--- config.mk ---
export PLATFORM = sky130hd
export DESIGN_NAME = ysyx_22050499_gpr_wb_sched
export DESIGN_NICKNAME = d
export VERILOG_FILES = /design/src/rtl/ysyx_22050499_pkg.sv /design/src/rtl/ysyx_22050499_rr_arb.sv /design/src/rtl/ysyx_22050499_gpr_wb_sched.sv
export SDC_FILE = /design/constraint.sdc
export NUM_CORES = 1
export LEC_CHECK = 0
export BUFFER_PORTS_ARGS = -buffer_cell sky130_fd_sc_hd__buf_2
export CAP_MARGIN = 20
export CORE_ASPECT_RATIO = 1.75
export CORE_MARGIN = 2
export CORE_UTILIZATION = 28
export CTS_CLUSTER_DIAMETER = 100
export CTS_CLUSTER_SIZE = 16
export DETAILED_ROUTE_END_ITERATION = 8
export HOLD_SLACK_MARGIN = 0.12
export PLACE_DENSITY_LB_ADDON = 0.12
export SLEW_MARGIN = 15
export SYNTH_ARGS = -nofsm -noshare
export SYNTH_HDL_FRONTEND = slang
export SYNTH_SLANG_ARGS = --single-unit
--- constraint.sdc ---
create_clock -name clock -period 4.6 [get_ports clock]
set_input_delay 0.23 -clock clock [delete_from_list [all_inputs] [get_ports clock]]
set_output_delay 0.23 -clock clock [all_outputs]
set_load 0.03 [all_outputs]
--- src/rtl/ysyx_22050499_pkg.sv ---
// Shared constants for the GPR write-back path.
package ysyx_22050499_pkg;

    localparam int unsigned GPR_AW  = 4;
    localparam int unsigned NREG    = 2 ** GPR_AW;

    localparam int unsigned REQ_EXU = 0;
    localparam int unsigned REQ_LSU = 1;
    localparam int unsigned REQ_CSR = 2;

endpackage

--- src/rtl/ysyx_22050499_rr_arb.sv ---
// Round-robin arbiter: search starts at ptr, first asserted request wins.
module ysyx_22050499_rr_arb
    import ysyx_22050499_pkg::*;
#(
    parameter int unsigned N  = 3,
    parameter int unsigned PW = (N > 1) ? $clog2(N) : 1
) (
    input  logic [N-1:0]  req,
    input  logic [PW-1:0] ptr,
    output logic [N-1:0]  grant,
    output logic [PW-1:0] gidx,
    output logic          gvalid
);

    logic [PW-1:0] w_idx;

    // Scan the requesters in rotated order starting from ptr
    always_comb begin
        grant  = '0;
        gidx   = '0;
        gvalid = 1'b0;
        w_idx  = '0;
        for (int unsigned k = 0; k < N; k++) begin
            w_idx = PW'((32'(ptr) + k) % N);
            if (!gvalid && req[w_idx]) begin
                grant[w_idx] = 1'b1;
                gidx         = w_idx;
                gvalid       = 1'b1;
            end
        end
    end

endmodule

--- src/rtl/ysyx_22050499_gpr_wb_sched.sv ---
// GPR write-back scheduler: arbitrates write-back requesters onto the single
// GPR write port and tracks pending writes to stall hazardous dispatch.
module ysyx_22050499_gpr_wb_sched
    import ysyx_22050499_pkg::*;
#(
    parameter int unsigned NREQ       = 3,
    parameter int unsigned DATA_WIDTH = 32,
    parameter int unsigned NREG       = 16
) (
    input  logic                         clock,
    input  logic                         reset,
    input  logic                         flush,
    input  logic                         iss_valid,
    input  logic                         iss_rd_en,
    input  logic [GPR_AW-1:0]            iss_rd,
    input  logic [GPR_AW-1:0]            iss_rs1,
    input  logic [GPR_AW-1:0]            iss_rs2,
    output logic                         iss_ready,
    input  logic [NREQ-1:0]              req_valid,
    input  logic [NREQ*GPR_AW-1:0]       req_addr,
    input  logic [NREQ*DATA_WIDTH-1:0]   req_data,
    output logic [NREQ-1:0]              req_ready,
    output logic                         gpr_wen,
    output logic [GPR_AW-1:0]            gpr_waddr,
    output logic [DATA_WIDTH-1:0]        gpr_wdata,
    output logic [NREG-1:0]              busy
);

    localparam int unsigned PW = (NREQ > 1) ? $clog2(NREQ) : 1;

    logic [PW-1:0]         r_ptr;
    logic [PW-1:0]         w_ptr_nxt;
    logic [NREQ-1:0]       w_grant;
    logic [PW-1:0]         w_gidx;
    logic                  w_gvalid;
    logic [GPR_AW-1:0]     w_gaddr;
    logic [DATA_WIDTH-1:0] w_gdata;
    logic                  w_gwrite;

    logic                  r_wen;
    logic [GPR_AW-1:0]     r_waddr;
    logic [DATA_WIDTH-1:0] r_wdata;

    logic [NREG-1:0]       r_busy;
    logic [NREG-1:0]       w_busy_nxt;
    logic                  w_iss_ready;
    logic                  w_sb_set;

    ysyx_22050499_rr_arb #(
        .N  (NREQ),
        .PW (PW)
    ) u_arb (
        .req    (req_valid),
        .ptr    (r_ptr),
        .grant  (w_grant),
        .gidx   (w_gidx),
        .gvalid (w_gvalid)
    );

    // Select the granted request's payload and advance the RR pointer past it
    always_comb begin
        w_gaddr   = req_addr[32'(w_gidx) * GPR_AW +: GPR_AW];
        w_gdata   = req_data[32'(w_gidx) * DATA_WIDTH +: DATA_WIDTH];
        w_gwrite  = w_gvalid && (w_gaddr != '0);
        w_ptr_nxt = (32'(w_gidx) == NREQ - 1) ? '0 : w_gidx + 1'b1;
    end

    // Issue check and scoreboard update; a set wins over a same-edge clear
    always_comb begin
        w_iss_ready = iss_valid && !r_busy[iss_rs1] && !r_busy[iss_rs2]
                      && !(iss_rd_en && r_busy[iss_rd]);
        w_sb_set    = w_iss_ready && iss_rd_en && (iss_rd != '0);
        w_busy_nxt  = r_busy;
        if (r_wen)
            w_busy_nxt[r_waddr] = 1'b0;
        if (w_sb_set)
            w_busy_nxt[iss_rd] = 1'b1;
        w_busy_nxt[0] = 1'b0;
    end

    // RR pointer: moves on every grant, including during flush
    always_ff @(posedge clock or negedge reset) begin
        if (!reset)
            r_ptr <= '0;
        else if (w_gvalid)
            r_ptr <= w_ptr_nxt;
    end

    // GPR write-port register; x0 writes and flush-cycle writes are dropped
    always_ff @(posedge clock or negedge reset) begin
        if (!reset) begin
            r_wen   <= 1'b0;
            r_waddr <= '0;
            r_wdata <= '0;
        end else if (flush) begin
            r_wen   <= 1'b0;
        end else begin
            r_wen <= w_gwrite;
            if (w_gwrite) begin
                r_waddr <= w_gaddr;
                r_wdata <= w_gdata;
            end
        end
    end

    // Pending-write scoreboard
    always_ff @(posedge clock or negedge reset) begin
        if (!reset)
            r_busy <= '0;
        else if (flush)
            r_busy <= '0;
        else
            r_busy <= w_busy_nxt;
    end

    assign iss_ready = w_iss_ready;
    assign req_ready = w_grant;
    assign gpr_wen   = r_wen;
    assign gpr_waddr = r_waddr;
    assign gpr_wdata = r_wdata;
    assign busy      = r_busy;

endmodule

# Word-level counts from Yosys, hierarchy flattened
# Cells that the tools add are included.
dict set report totals {
  inputBits 128
  ff_bits 55
  word_cells 90
}
dict set report op_classes {
  shift 2
  eq_ne 1
  reduce_logical 22
  add_sub_neg 3
  magnitude_cmp 12
  n_mux 36
  n_div 3
  bitwise 6
}
# cell n
set op_table {}
lappend op_table {{96-bit by 8-bit indexed part select with 32-bit output} 1}
lappend op_table {{32-bit by 2-bit modulo with 32-bit output, second input constant} 2}
lappend op_table {{16-bit two-way mux} 3}
lappend op_table {{2-bit by 2-bit modulo with 32-bit output, second input constant} 1}
lappend op_table {{4-bit by 5-bit less-than comparator with 1-bit output, second input constant} 4}
lappend op_table {{16-bit AND} 1}
lappend op_table {{16-bit inverter} 1}
lappend op_table {{16-bit OR} 1}
lappend op_table {{1-bit two-way mux} 15}
lappend op_table {{1-bit logical AND} 14}
lappend op_table {{1-bit binary-select mux with 4-bit select} 3}
lappend op_table {{12-bit by 5-bit indexed part select with 4-bit output} 1}
lappend op_table {{2-bit by 3-bit less-than comparator with 1-bit output, second input constant} 3}
lappend op_table {{3-bit two-way mux} 3}
lappend op_table {{1-bit demux with 4-bit select} 2}
lappend op_table {{4-bit by 1-bit >= comparator with 1-bit output, second input constant} 2}
lappend op_table {{2-bit two-way mux} 4}
lappend op_table {{4-bit nonzero test} 2}
lappend op_table {{1-bit binary-select mux with 2-bit select} 3}
lappend op_table {{1-bit demux with 2-bit select} 3}
lappend op_table {{2-bit by 1-bit >= comparator with 1-bit output, second input constant} 3}
lappend op_table {{3-bit OR} 2}
lappend op_table {{1-bit logical NOT} 5}
lappend op_table {{2-bit by 1-bit adder with 3-bit output, second input constant} 1}
lappend op_table {{5 further kinds} 5}

# Depth between registers and ports, before layout
# Gate-level depths: netlist of the first run.
dict set report depth {
  word_depth 14
  ltp_mapped 14
  depth_no_buf 9
}

# Modules after synthesis
# Synthesis of the first run repeated with hierarchy kept, for this count alone.
dict set report hier_totals {
  hier_cells 410
  area_unflattened_um2 3652.3
}
# mod area_each_um2 n_inst cells_each
set modules_own_cells {}
lappend modules_own_cells {ysyx_22050499_gpr_wb_sched 3304.4 1 357}
lappend modules_own_cells {ysyx_22050499_rr_arb 347.8 1 53}

# Worst setup path before layout of the first run
# No wires, ideal clock.
dict set report synth_path {
  kind {flip-flop to flip-flop}
  start {register r_ptr[0]}
  end {register r_waddr[0] (netlist: gpr_waddr[0])}
  synth_period_minus_slack_ps 3165
  path_stages_with_launch 14
  t_arrival_ps 3040
  setup_ps 125
  t_required_ps 4475
  slack_ps 1435
  path_cell_list {dfrtp_1 inv_1 ha_1 buf_2 nand3b_1 o21a_1 or3b_1 buf_6 o2111a_1 a311o_1 o41a_1 buf_6 buf_12 mux2_4}
}
dict set report synth_via {
  elab_chain_len 14
  elab_cells_between_ends 25
  classes_between {add/sub: 2; div: 3; shift: 1; mux: 12; reduce/logical: 7}
}
# element line_no
set synth_rtl {}
lappend synth_rtl {{start, declared} ysyx_22050499_gpr_wb_sched.sv:31} ;# logic [PW-1:0] r_ptr;
lappend synth_rtl {{start signal, assigned} ysyx_22050499_gpr_wb_sched.sv:86} ;# r_ptr <= w_ptr_nxt;
lappend synth_rtl {{branches (longest 14 deep; another with 32-bit by 2-bit modulo with 32-bit output)} n/a}
lappend synth_rtl {{end signal, assigned} ysyx_22050499_gpr_wb_sched.sv:100} ;# r_waddr <= w_gaddr;
lappend synth_rtl {{end, declared} ysyx_22050499_gpr_wb_sched.sv:41} ;# logic [GPR_AW-1:0] r_waddr;
# Parallel ways; which one is timed is not known. The select of a mux whose other input is x is not followed.
# A chain may end at the register's enable or synchronous reset.

# Worst setup path after layout of the first run
dict set report layout_path {
  start {register r_ptr[0]}
  end {register r_wdata[0] (netlist: gpr_wdata[0])}
}
dict set report layout_via {
  elab_chain_len 14
  elab_cells_between_ends 26
  classes_between {add/sub: 2; div: 3; shift: 2; mux: 12; reduce/logical: 7}
}
# element line_no
set layout_rtl {}
lappend layout_rtl {{branches (longest 14 deep; another with 32-bit by 2-bit modulo with 32-bit output)} n/a}
lappend layout_rtl {{end signal, assigned} ysyx_22050499_gpr_wb_sched.sv:101} ;# r_wdata <= w_gdata;
lappend layout_rtl {{end, declared} ysyx_22050499_gpr_wb_sched.sv:42} ;# logic [DATA_WIDTH-1:0] r_wdata;
# Parallel ways; which one is timed is not known. The select of a mux whose other input is x is not followed.

==> out/qor.csv, run 1 <==
stage;metric;value;unit
yosys;sequential share of the synthesized area;34.73;%
route;DR WL/cell;16.32;um
floorplanning;Die ar.;14890;um2
cells_and_area;area growth from synthesis to final layout;28.81;%
yosys;Post-synth EDFFs;0;
clocking;Post-CTS Setup Bufs;0;
route;Final ANT Viol Nets;0;
cells_and_area;Layout Cells excl Fill;713;
setup_path;Slowest-stage cell, CP;o41a_4;
setup_path;r2r startpoint;r_ptr[0];
global_route;vias in the first global route;3680;
yosys;syn nets;499;
clocking;H-Tree Depth;2;
flow_run;Max Cap Violations;0;
yosys;top cell type's share of synthesized area;34.73;%
route;Vias per Instance;4.906;
yosys;Post-Syn Instances;367;
route;routed via count;3498;
clocking;clk_lat worst skew;0.29;ns
global_route;largest net degree at the start of global routing;67;
place;DP HPWL;9.305;mm
route;drt total wl;11.64;mm
timing;Tcrit/Tclk final;78.26;%
clocking;CTS tree;done;
timing;Worst-Margin Slew;0.7231;ns
place;Placer Congestion;0.8149;
yosys;Yosys reg bits;54;
place;pre-CTS WS;0.7598;ns
floorplanning;Initial Util;28.27;%
global_route;first-pass GRT wire length;18.57;mm
setup_path;Worst setup SP type;register;
yosys;largest area contributor in the netlist;dfrtp_1;
timing;final worst setup slack;1.000;ns
floorplanning;Ports;185;
route;First DRT Iteration DRCs;121;
setup_path;crit path DAT;3.77;ns
floorplanning;cell row count;57;
global_route;initial antenna violation count;1;
cells_and_area;nets;667;
timing;setup violators final;0;
cells_and_area;Final Util;36.41;%
setup_path;Req. time, crit path;4.77;ns
power;total chip power;3.533;mW
timing;final clock skew;0.003854;ns
route;DR pass1 iterations;4;
timing;hold_ws;0.1871;ns
setup_path;Max stage delay on crit path;0.77;ns
power;P per Cell Area;704.9;nW/um2
clocking;total CTS buffers;5;
yosys;dominant synthesized flop cell;dfrtp_1;
clocking;CTS max path bufs;2;
yosys;synth warn;0;
power;leakage power;2.530;nW
place;dpl cell area;4858;um2
timing;final-report hold violation count;0;
timing;RSZ-0062 raised after global routing;false;
timing;min Tclk post-route;3.600;ns
floorplanning;Die Span Y;160.0;um
yosys;synth unique cells;56;
cells_and_area;layout cells sized above 1;46.54;%
yosys;FFs w/ async S/R, synth;100.0;%
clocking;# clock sinks;54;
setup_path;Worst Setup End Kind;register;
worst_hold_path;hold_sp;flush;
clocking;Root Buffer;clkbuf_16;
yosys;Cell Area, Synth;3891;um2
timing;setup TNS;0;ns
place;I/O Buffers;183;
setup_path;Max FO, Critical Path;37;
timing;Relative slew margins;51.79;%
worst_hold_path;Worst Hold Class;input pin to register;
yosys;Synth top cells by count;dfrtp_1, nor2_1, mux2i_1;
route;drt drc;0;
run_status;outcome;finished, final reports clean;
yosys;Mean Syn Cell Area;10.60;um2
timing;Highest Clock Rate;0.2778;GHz
clocking;Reg clk slew, reported paths;0.07;ns
floorplanning;core area;13760;um2
global_route;Tot GR Track Use;15.78;%
timing;Slew Viols, Final;0;
setup_path;crit path from;r_ptr[0];
floorplanning;Die Wd;93.12;um
cells_and_area;Layout Cell Area excl Fill;5012;um2
yosys;largest cells by area after synthesis;dfrtp_1, mux2_4, mux2i_1;
yosys;most common cell in the synthesized netlist;dfrtp_1;
global_route;final global-route overflow total;0;
power;Peak VDD IR;0.2731;mV
setup_path;CP Cell Sequence;inv_1 > ha_1 > nand2b_1 > a221oi_1 > o2111ai_4 > o2111a_1 > a311o_1 > o41a_4 > mux2_4;
place;Placed Instances;704;
setup_path;WS Path Type;register to register;
==> worst paths after layout <==
| check | end | slack, ns | depth (start not counted) |
|---|---|---|---|
| min in group asynchronous | gpr_wdata[18] | 0.61 | 3 |
| worst min-delay path | busy[10] | 0.19 | 2 |
| worst max register to register | gpr_wdata[0] | 1.00 | 9 |
| worst min register to register | gpr_wdata[7] | 0.50 | 1 |
| worst max-delay path | gpr_wdata[0] | 1.00 | 9 |
| max in group asynchronous | gpr_wdata[8] | 3.51 | 3 |
==> cell families after synthesis <==
kind of cell / synth area share [%]
AOI/OAI and AO/OA: 15.50
muxes: 30.68
and+or+nand+nor: 10.64
DFF: 34.73
buffers and inverters: 7.074
adders and majority gates: 1.286
other: 0.09637
==> cell type report <==
type                    count  area (um2)
inverters                  15       56.30
flip-flops and latches     54        1351
diodes                      1       2.502
well taps                 177       221.5
multi-input cells         272        2300
clock buffers               7       132.6
fillers                  1445        8752
repair buffers            187       948.4
==> routing by layer <==
metal | GRT usage [%] | routed length, um | vias up
li1 | - | - | 1692
met1 | 16.60 | 4228 | 1637
met2 | 30.07 | 6332 | 153
met3 | 3.538 | 791 | 16
met4 | 5.348 | 283 | 0
met5 | 0 | 0 | -
==> placed cells by master (no fill, tap or decap), types with 2 or more instances in the layout <==
cell	netlist	routed
buf_2	5	183
dfrtp_1	54	54
nor2_1	43	43
mux2i_1	41	41
a21oi_1	36	36
mux2_4	28	28
inv_1	15	15
o21ai_0	13	13
mux4_2	11	11
nand2_1	10	10
mux2_2	9	9
nand3_1	9	9
nand2b_1	7	7
nand3b_1	5	5
o311ai_0	5	5
clkbuf_16	0	5
o21a_1	4	4
o211ai_1	4	4
o31ai_1	4	4
ha_1	4	4
o2111a_1	3	3
buf_4	1	3
a211oi_1	2	2
a221oi_1	2	2
a22o_1	2	2
or3b_1	2	2
or3_1	2	2
nor3b_1	2	2
a311o_1	2	2
a31oi_1	2	2
clkbuf_1	8	2
==> registers in the layout, indices dropped and copies added, names as in the netlist <==
name and flops:
r_ptr 2, gpr_wdata 32, busy 15, gpr_wen 1, gpr_waddr 4
==> worst max-delay path, delay by kind of cell, from the launching register on <==
kind	cells	cell delay [ns]
mux	1	0.39
simple gates	1	0.11
buf+inv	1	0.08
compound gates	5	2.05
fa+ha+maj	1	0.44
flops	1	0.39
==> where the power goes <==
group / switching, mW / internal (mW)
logic: 1.32 / 1.04
clock network: 0.165 / 0.200
registers: 0.146 / 0.667
total: 1.63 / 1.91
==> what timing repair did <==
item,in CTS,in global routing
gates resized for setup,0,0
endpoints found under the hold margin,54,0
hold buffers,1,0
(Power assumes the default switching activity.)
==> run 2, diff against run 1 <==
clock period = 2.9 ns   (was 4.6 ns; I/O delays follow)
==> run 2 against run 1 <==
Net effect: the flow now finishes with violations (setup timing); critical path type unchanged; clock-buffer cell count is the same; sequential share of layout area shrank 2.8 points; clock skew up 0.0046 ns.
==> out/qor.csv, run 2 (synthesis results as in run 1) <==
stage;metric;value;unit;change
floorplanning;Die ar.;14890;um2;unchanged
cells_and_area;commonest non-fill, non-tap cells in the layout;buf_2, dfrtp_1, buf_4;;
floorplanning;Die Span Y;160.0;um;unchanged
global_route;largest net degree at the start of global routing;67;;unchanged
route;DR WL/cell;16.36;um;+0.27%
timing;final worst setup slack;-0.2935;ns;-1.294 ns
power;P per Cell Area;1150;nW/um2;+63%
route;Vias per Instance;4.826;;-1.6%
route;DR pass1 iterations;6;;+2
place;dpl cell area;5196;um2;+7.0%
timing;final clock skew;0.008462;ns;+0.004608 ns
run_status;outcome;finished, violations left;;
timing;Slew Viols, Final;0;;unchanged
timing;final-report hold violation count;0;;unchanged
setup_path;Max FO, Critical Path;16;;-57%
timing;Worst-Margin Slew;0.6210;ns;-0.1021 ns
worst_hold_path;Worst Hold Class;input pin to register;;
run_status;failing checks;setup timing;;
floorplanning;core area;13760;um2;unchanged
timing;RSZ-0062 raised after global routing;true;;
global_route;initial antenna violation count;1;;unchanged
timing;Relative slew margins;58.60;%;+6.8 points
route;routed via count;3692;;+5.5%
place;DP HPWL;9.883;mm;+6.2%
power;Peak VDD IR;0.6103;mV;+120%
place;Placed Instances;747;;+6.1%
floorplanning;Initial Util;28.27;%;unchanged
clocking;CTS tree;done;;
floorplanning;cell row count;57;;unchanged
cells_and_area;Layout Cell Area excl Fill;5595;um2;+12%
clocking;H-Tree Depth;2;;unchanged
timing;Tcrit/Tclk final;110.1;%;+32 points
timing;Highest Clock Rate;0.3131;GHz;+13%
global_route;Tot GR Track Use;17.08;%;+1.3 points
cells_and_area;Layout Cells excl Fill;765;;+7.3%
floorplanning;Ports;185;;unchanged
place;Placer Congestion;0.8782;;+7.8%
power;leakage power;2.833;nW;+12%
timing;min Tclk post-route;3.193;ns;-0.4064 ns
place;I/O Buffers;183;;unchanged
route;drt drc;0;;unchanged
clocking;total CTS buffers;5;;unchanged
global_route;vias in the first global route;3944;;+7.2%
cells_and_area;commonest non-fill, non-tap cell in the layout;buf_2;;
setup_path;Worst Setup End Kind;register;;
worst_hold_path;worst hold path depth;2;;unchanged
route;Final ANT Viol Nets;0;;unchanged
clocking;clk_lat worst skew;0.30;ns;about the same
global_route;final global-route overflow total;0;;unchanged
cells_and_area;ANT cells;0;;-1
cells_and_area;layout cells sized above 1;53.74;%;+7.2 points
setup_path;Req. time, crit path;3.09;ns;-1.68 ns
clocking;CTS max path bufs;2;;unchanged
cells_and_area;Fill cells;1380;;-4.5%
route;First DRT Iteration DRCs;73;;-40%
clocking;Root Buffer;clkbuf_16;;
floorplanning;Die Wd;93.12;um;unchanged
cells_and_area;nets;719;;+7.8%
clocking;# clock sinks;54;;unchanged
setup_path;WS Path Type;register to register;;
global_route;first-pass GRT wire length;20.01;mm;+7.7%
setup_path;crit path DAT;3.38;ns;-0.39 ns
cells_and_area;max reg flops;32;;unchanged
flow_run;Max Cap Violations;0;;unchanged
setup_path;Worst setup SP type;register;;
setup_path;Worst R2R Path Depth;10;;+1
clocking;Reg clk slew, reported paths;0.08;ns;about the same
route;drt total wl;12.52;mm;+7.6%
cells_and_area;area growth from synthesis to final layout;43.79;%;
timing;setup violators final;36;;+36
run 2: repair_timing:
action | in CTS | in global routing
resized for setup | 18 | 14
hold buffers | 2 | 0
cloned | 2 | 0
setup endpoints to repair | 40 | 40
hold endpoints to repair | 25 | 0
pin swaps | 6 | 8
buffers inserted | 6 | 3
run 2: cell type report:
| cell class | count | area (um2) | share of cell area [%] |
|---|---|---|---|
| inverters | 15 | 56.30 | 1.006 |
| well taps | 177 | 221.5 | 3.958 |
| repair buffers | 239 | 1391 | 24.87 |
| clock inverters | 1 | 8.758 | 0.1565 |
| multi-input cells | 272 | 2424 | 43.31 |
| clock buffers | 7 | 142.6 | 2.549 |
| flip-flops and latches | 54 | 1351 | 24.15 |
run 2: layer usage:
layer	GRT usage [%]	vias up	wire, um
met5	0	-	11
met4	6.885	2	337
met3	3.160	24	751
met2	32.84	152	6981
met1	17.63	1724	4436
li1	-	1790	-
run 2: worst paths after layout:
| check | startpoint | to | slack (ns) |
|---|---|---|---|
| setup reg to reg | r_ptr[1] | gpr_wdata[8] | -0.29 |
| max in group asynchronous | reset | gpr_wdata[10] | 1.74 |
| hold / removal | iss_rd[3] | busy[1] | 0.17 |
| min in group asynchronous | reset | gpr_wdata[21] | 0.34 |
| hold reg to reg | gpr_wdata[7] | gpr_wdata[7] | 0.51 |
| setup / recovery | r_ptr[1] | gpr_wdata[8] | -0.29 |
run 2: worst max-delay path: stages, from the launching register on:
cell and delay (ns):
dfrtp_1 0.44, inv_2 0.10, ha_4 0.18, mux2i_4 0.25
and2_4 0.17, or3b_4 0.41, o2111a_1 0.16, a311o_1 0.35
o41a_4 0.54, buf_12 0.18, mux2_4 0.30
run 2: through the flow:
step	setup slack, ns	TNS (ns)	power (mW)	hold slack [ns]	utilization, %
floorplan	-0.2331	-6.954	4.388	-0.1506	-
finish	-0.2935	-9.941	6.434	0.1699	40.65
CTS	-0.3242	-10.59	6.559	0.1613	40.51
global route	-0.3574	-12.08	6.905	0.1747	40.65
detailed placement	-0.4051	-13.73	5.483	0.1402	37.75
global placement	-0.3501	-11.87	5.438	0.1410	37.75
run 2: power breakdown:
group / total (mW) / internal, mW / switching (mW)
Sequential: 1.29 / 1.06 / 0.228
Clock: 0.631 / 0.348 / 0.282
Combinational: 4.52 / 2.21 / 2.30
==> run 3, diff against run 2 <==
BUFFER_PORTS_ARGS = unset   (was -buffer_cell sky130_fd_sc_hd__buf_2)
DONT_BUFFER_PORTS = 1   (was unset)
==> run 3 against run 2 <==
Net effect: non-clock buffer count down 157; critical path depth did not move; via count fell by 13%; routed wire length down 1.3%; worst hold slack lost 0.032 ns; the run still ends with setup timing left; largest power group unchanged; flip-flop and latch count stayed put; setup slack better by 0.017 ns.
==> out/qor.csv, run 3 (synthesis results as in run 1) <==
stage;metric;value;unit;change
clocking;CTS tree;done;;
floorplanning;Die ar.;14890;um2;unchanged
route;Final ANT Viol Nets;0;;unchanged
clocking;H-Tree Depth;2;;unchanged
cells_and_area;footprint of the multi-input gates;2404;um2;-0.83%
global_route;vias in the first global route;3322;;-16%
cells_and_area;layout cells sized above 1;37.35;%;-16 points
global_route;first-pass GRT wire length;18.38;mm;-8.1%
power;leakage power;2.241;nW;-21%
clocking;Reg clk slew, reported paths;0.07;ns;about the same
timing;setup violators final;37;;+2.8%
cells_and_area;max reg flops;32;;unchanged
floorplanning;Initial Util;28.27;%;unchanged
clocking;CTS max path bufs;2;;unchanged
setup_path;Max FO, Critical Path;8;;-8
timing;Highest Clock Rate;0.3148;GHz;+0.53%
cells_and_area;Fill cells;1387;;+0.51%
power;P per Cell Area;1285;nW/um2;+12%
route;First DRT Iteration DRCs;112;;+53%
clocking;# clock sinks;54;;unchanged
place;pre-CTS WS;-0.3770;ns;+0.02809 ns
route;Vias per Instance;5.245;;+8.7%
flow_run;Max Cap Violations;0;;unchanged
cells_and_area;Layout Cells excl Fill;609;;-20%
cells_and_area;commonest non-fill, non-tap cell in the layout;buf_4;;
cells_and_area;nets;562;;-22%
setup_path;Max stage delay on crit path;0.59;ns;+0.05 ns
timing;min Tclk post-route;3.177;ns;-0.01692 ns
clocking;total CTS buffers;5;;unchanged
setup_path;CP Cell Sequence;ha_4 > buf_6 > inv_2 > o211ai_1 > o2111ai_4 > buf_6 > a311o_1 > o41a_4 > buf_12 > mux2_4;;
route;drt drc;0;;unchanged
place;Placer Congestion;0.8399;;-4.4%
clocking;Root Buffer;clkbuf_16;;
place;Placed Instances;578;;-23%
cells_and_area;Final Util;35.90;%;-4.8 points
timing;Tcrit/Tclk final;109.5;%;-0.58 points
timing;RSZ-0062 raised after global routing;true;;
setup_path;Slowest-stage cell, CP;o41a_4;;
setup_path;WS Path Type;register to register;;
floorplanning;core area;13760;um2;unchanged
floorplanning;Die Span Y;160.0;um;unchanged
setup_path;CP top delay family;compound AO/OA/AOI/OAI gates;;
timing;Slew Viols, Final;0;;unchanged
setup_path;Req. time, crit path;3.09;ns;about the same
global_route;largest net degree at the start of global routing;67;;unchanged
route;routed wl met3;912;um;+21%
timing;final-report hold violation count;0;;unchanged
floorplanning;Ports;185;;unchanged
worst_hold_path;Worst Hold Class;input pin to register;;
route;routed via count;3194;;-13%
route;DR pass1 iterations;4;;-2
place;DP HPWL;9.153;mm;-7.4%
global_route;Tot GR Track Use;16.11;%;-0.97 points
power;total chip power;6.349;mW;-1.3%
setup_path;Worst Setup End Kind;register;;
timing;Worst-Margin Slew;0.6235;ns;+0.002490 ns
floorplanning;Die Wd;93.12;um;unchanged
run_status;failing checks;setup timing;;
clocking;clk_lat worst skew;0.30;ns;about the same
global_route;final global-route overflow total;0;;unchanged
timing;final worst setup slack;-0.2765;ns;+0.01692 ns
route;drt total wl;12.36;mm;-1.3%
setup_path;crit path DAT;3.36;ns;-0.02 ns
cells_and_area;area growth from synthesis to final layout;26.98;%;
timing;final clock skew;0.006632;ns;-0.001830 ns
route;wl on met1;3.979;mm;-10%
cells_and_area;commonest non-fill, non-tap cells in the layout;buf_4, dfrtp_1, nor2_1;;
timing;hold_ws;0.1382;ns;-0.03163 ns
timing;Relative slew margins;58.43;%;-0.17 points
setup_path;Crit path top cell by count;buf_6;;
cells_and_area;FF+latch area;1353;um2;about the same
power;Peak VDD IR;0.5481;mV;-10%
place;I/O Buffers;0;;-100%
route;routed wl met2;7.152;mm;+2.4%
run_status;outcome;finished, violations left;;
setup_path;Critical path buffers and inverters;4;;+2
route;DR WL/cell;20.29;um;+24%
route;max layer used;met4;;
floorplanning;cell row count;57;;unchanged
global_route;initial antenna violation count;1;;unchanged
setup_path;Worst setup SP type;register;;
==> run 3: changes by cell type in the layout (fill, tap and decap cells not counted), moves of 2 or more <==
cell	previous run	this run
buf_2	182	0
buf_4	47	62
buf_6	6	11
buf_16	0	3
clkinv_2	0	2
dlygate4sd3_1	2	4
inv_1	13	11
mux2i_1	39	41
==> run 3: worst reg2reg max path: stages (launching register included) <==
cell and delay [ns]:
dfrtp_2 0.44, ha_4 0.33, buf_6 0.13, inv_2 0.04
o211ai_1 0.30, o2111ai_4 0.23, buf_6 0.19, a311o_1 0.33
o41a_4 0.59, buf_12 0.19, mux2_4 0.30
==> run 3: worst paths after layout <==
kind | from | endpoint | slack [ns] | cells after the start
setup reg to reg | r_ptr[1] | gpr_wdata[27] | -0.28 | 10
setup / recovery | r_ptr[1] | gpr_wdata[27] | -0.28 | 10
min in group asynchronous | reset | gpr_wdata[23] | 0.36 | 2
hold reg to reg | r_ptr[0] | r_ptr[0] | 0.55 | 2
hold / removal | req_data[81] | gpr_wdata[17] | 0.14 | 3
max in group asynchronous | reset | r_ptr[1] | 2.27 | 2
==> run 3: layout make-up <==
type / instances / area share (%)
sequential: 54 / 27.37
inverter: 15 / 1.215
clock buffer: 5 / 2.532
antenna: 1 / 0.05065
clock inverter: 3 / 0.3798
tap: 177 / 4.482
multi-input combinational: 272 / 48.65
timing repair buffer: 82 / 15.32
==> run 3: stage by stage <==
stage	cell area (um2)	setup TNS (ns)
after detailed placement	4385	-12.69
after floorplan	3900	-6.954
after global placement	4385	-11.15
after global routing	4941	-13.21
after CTS	4862	-8.025
final	4941	-9.413
==> run 3: per-layer routing <==
metal / track usage [%] / vias to the layer above
li1: - / 1476
met1: 15.39 / 1533
met2: 31.59 / 165
met3: 4.057 / 20
met4: 6.484 / 0
met5: 0 / -
==> run 3: power breakdown <==
| group | switching [mW] | internal [mW] |
|---|---|---|
| Clock | 0.296 | 0.321 |
| Combinational | 1.68 | 2.17 |
| Sequential | 0.834 | 1.05 |
==> run 3: timing repair <==
| action | CTS | global route |
|---|---|---|
| resized for setup | 26 | 8 |
| endpoints found under the setup margin | 37 | 46 |
| cloned | 2 | 1 |
| endpoints found under the hold margin | 65 | 0 |
| setup buffers | 12 | 2 |
| pin swaps | 2 | 8 |
| hold buffers | 5 | 0 |
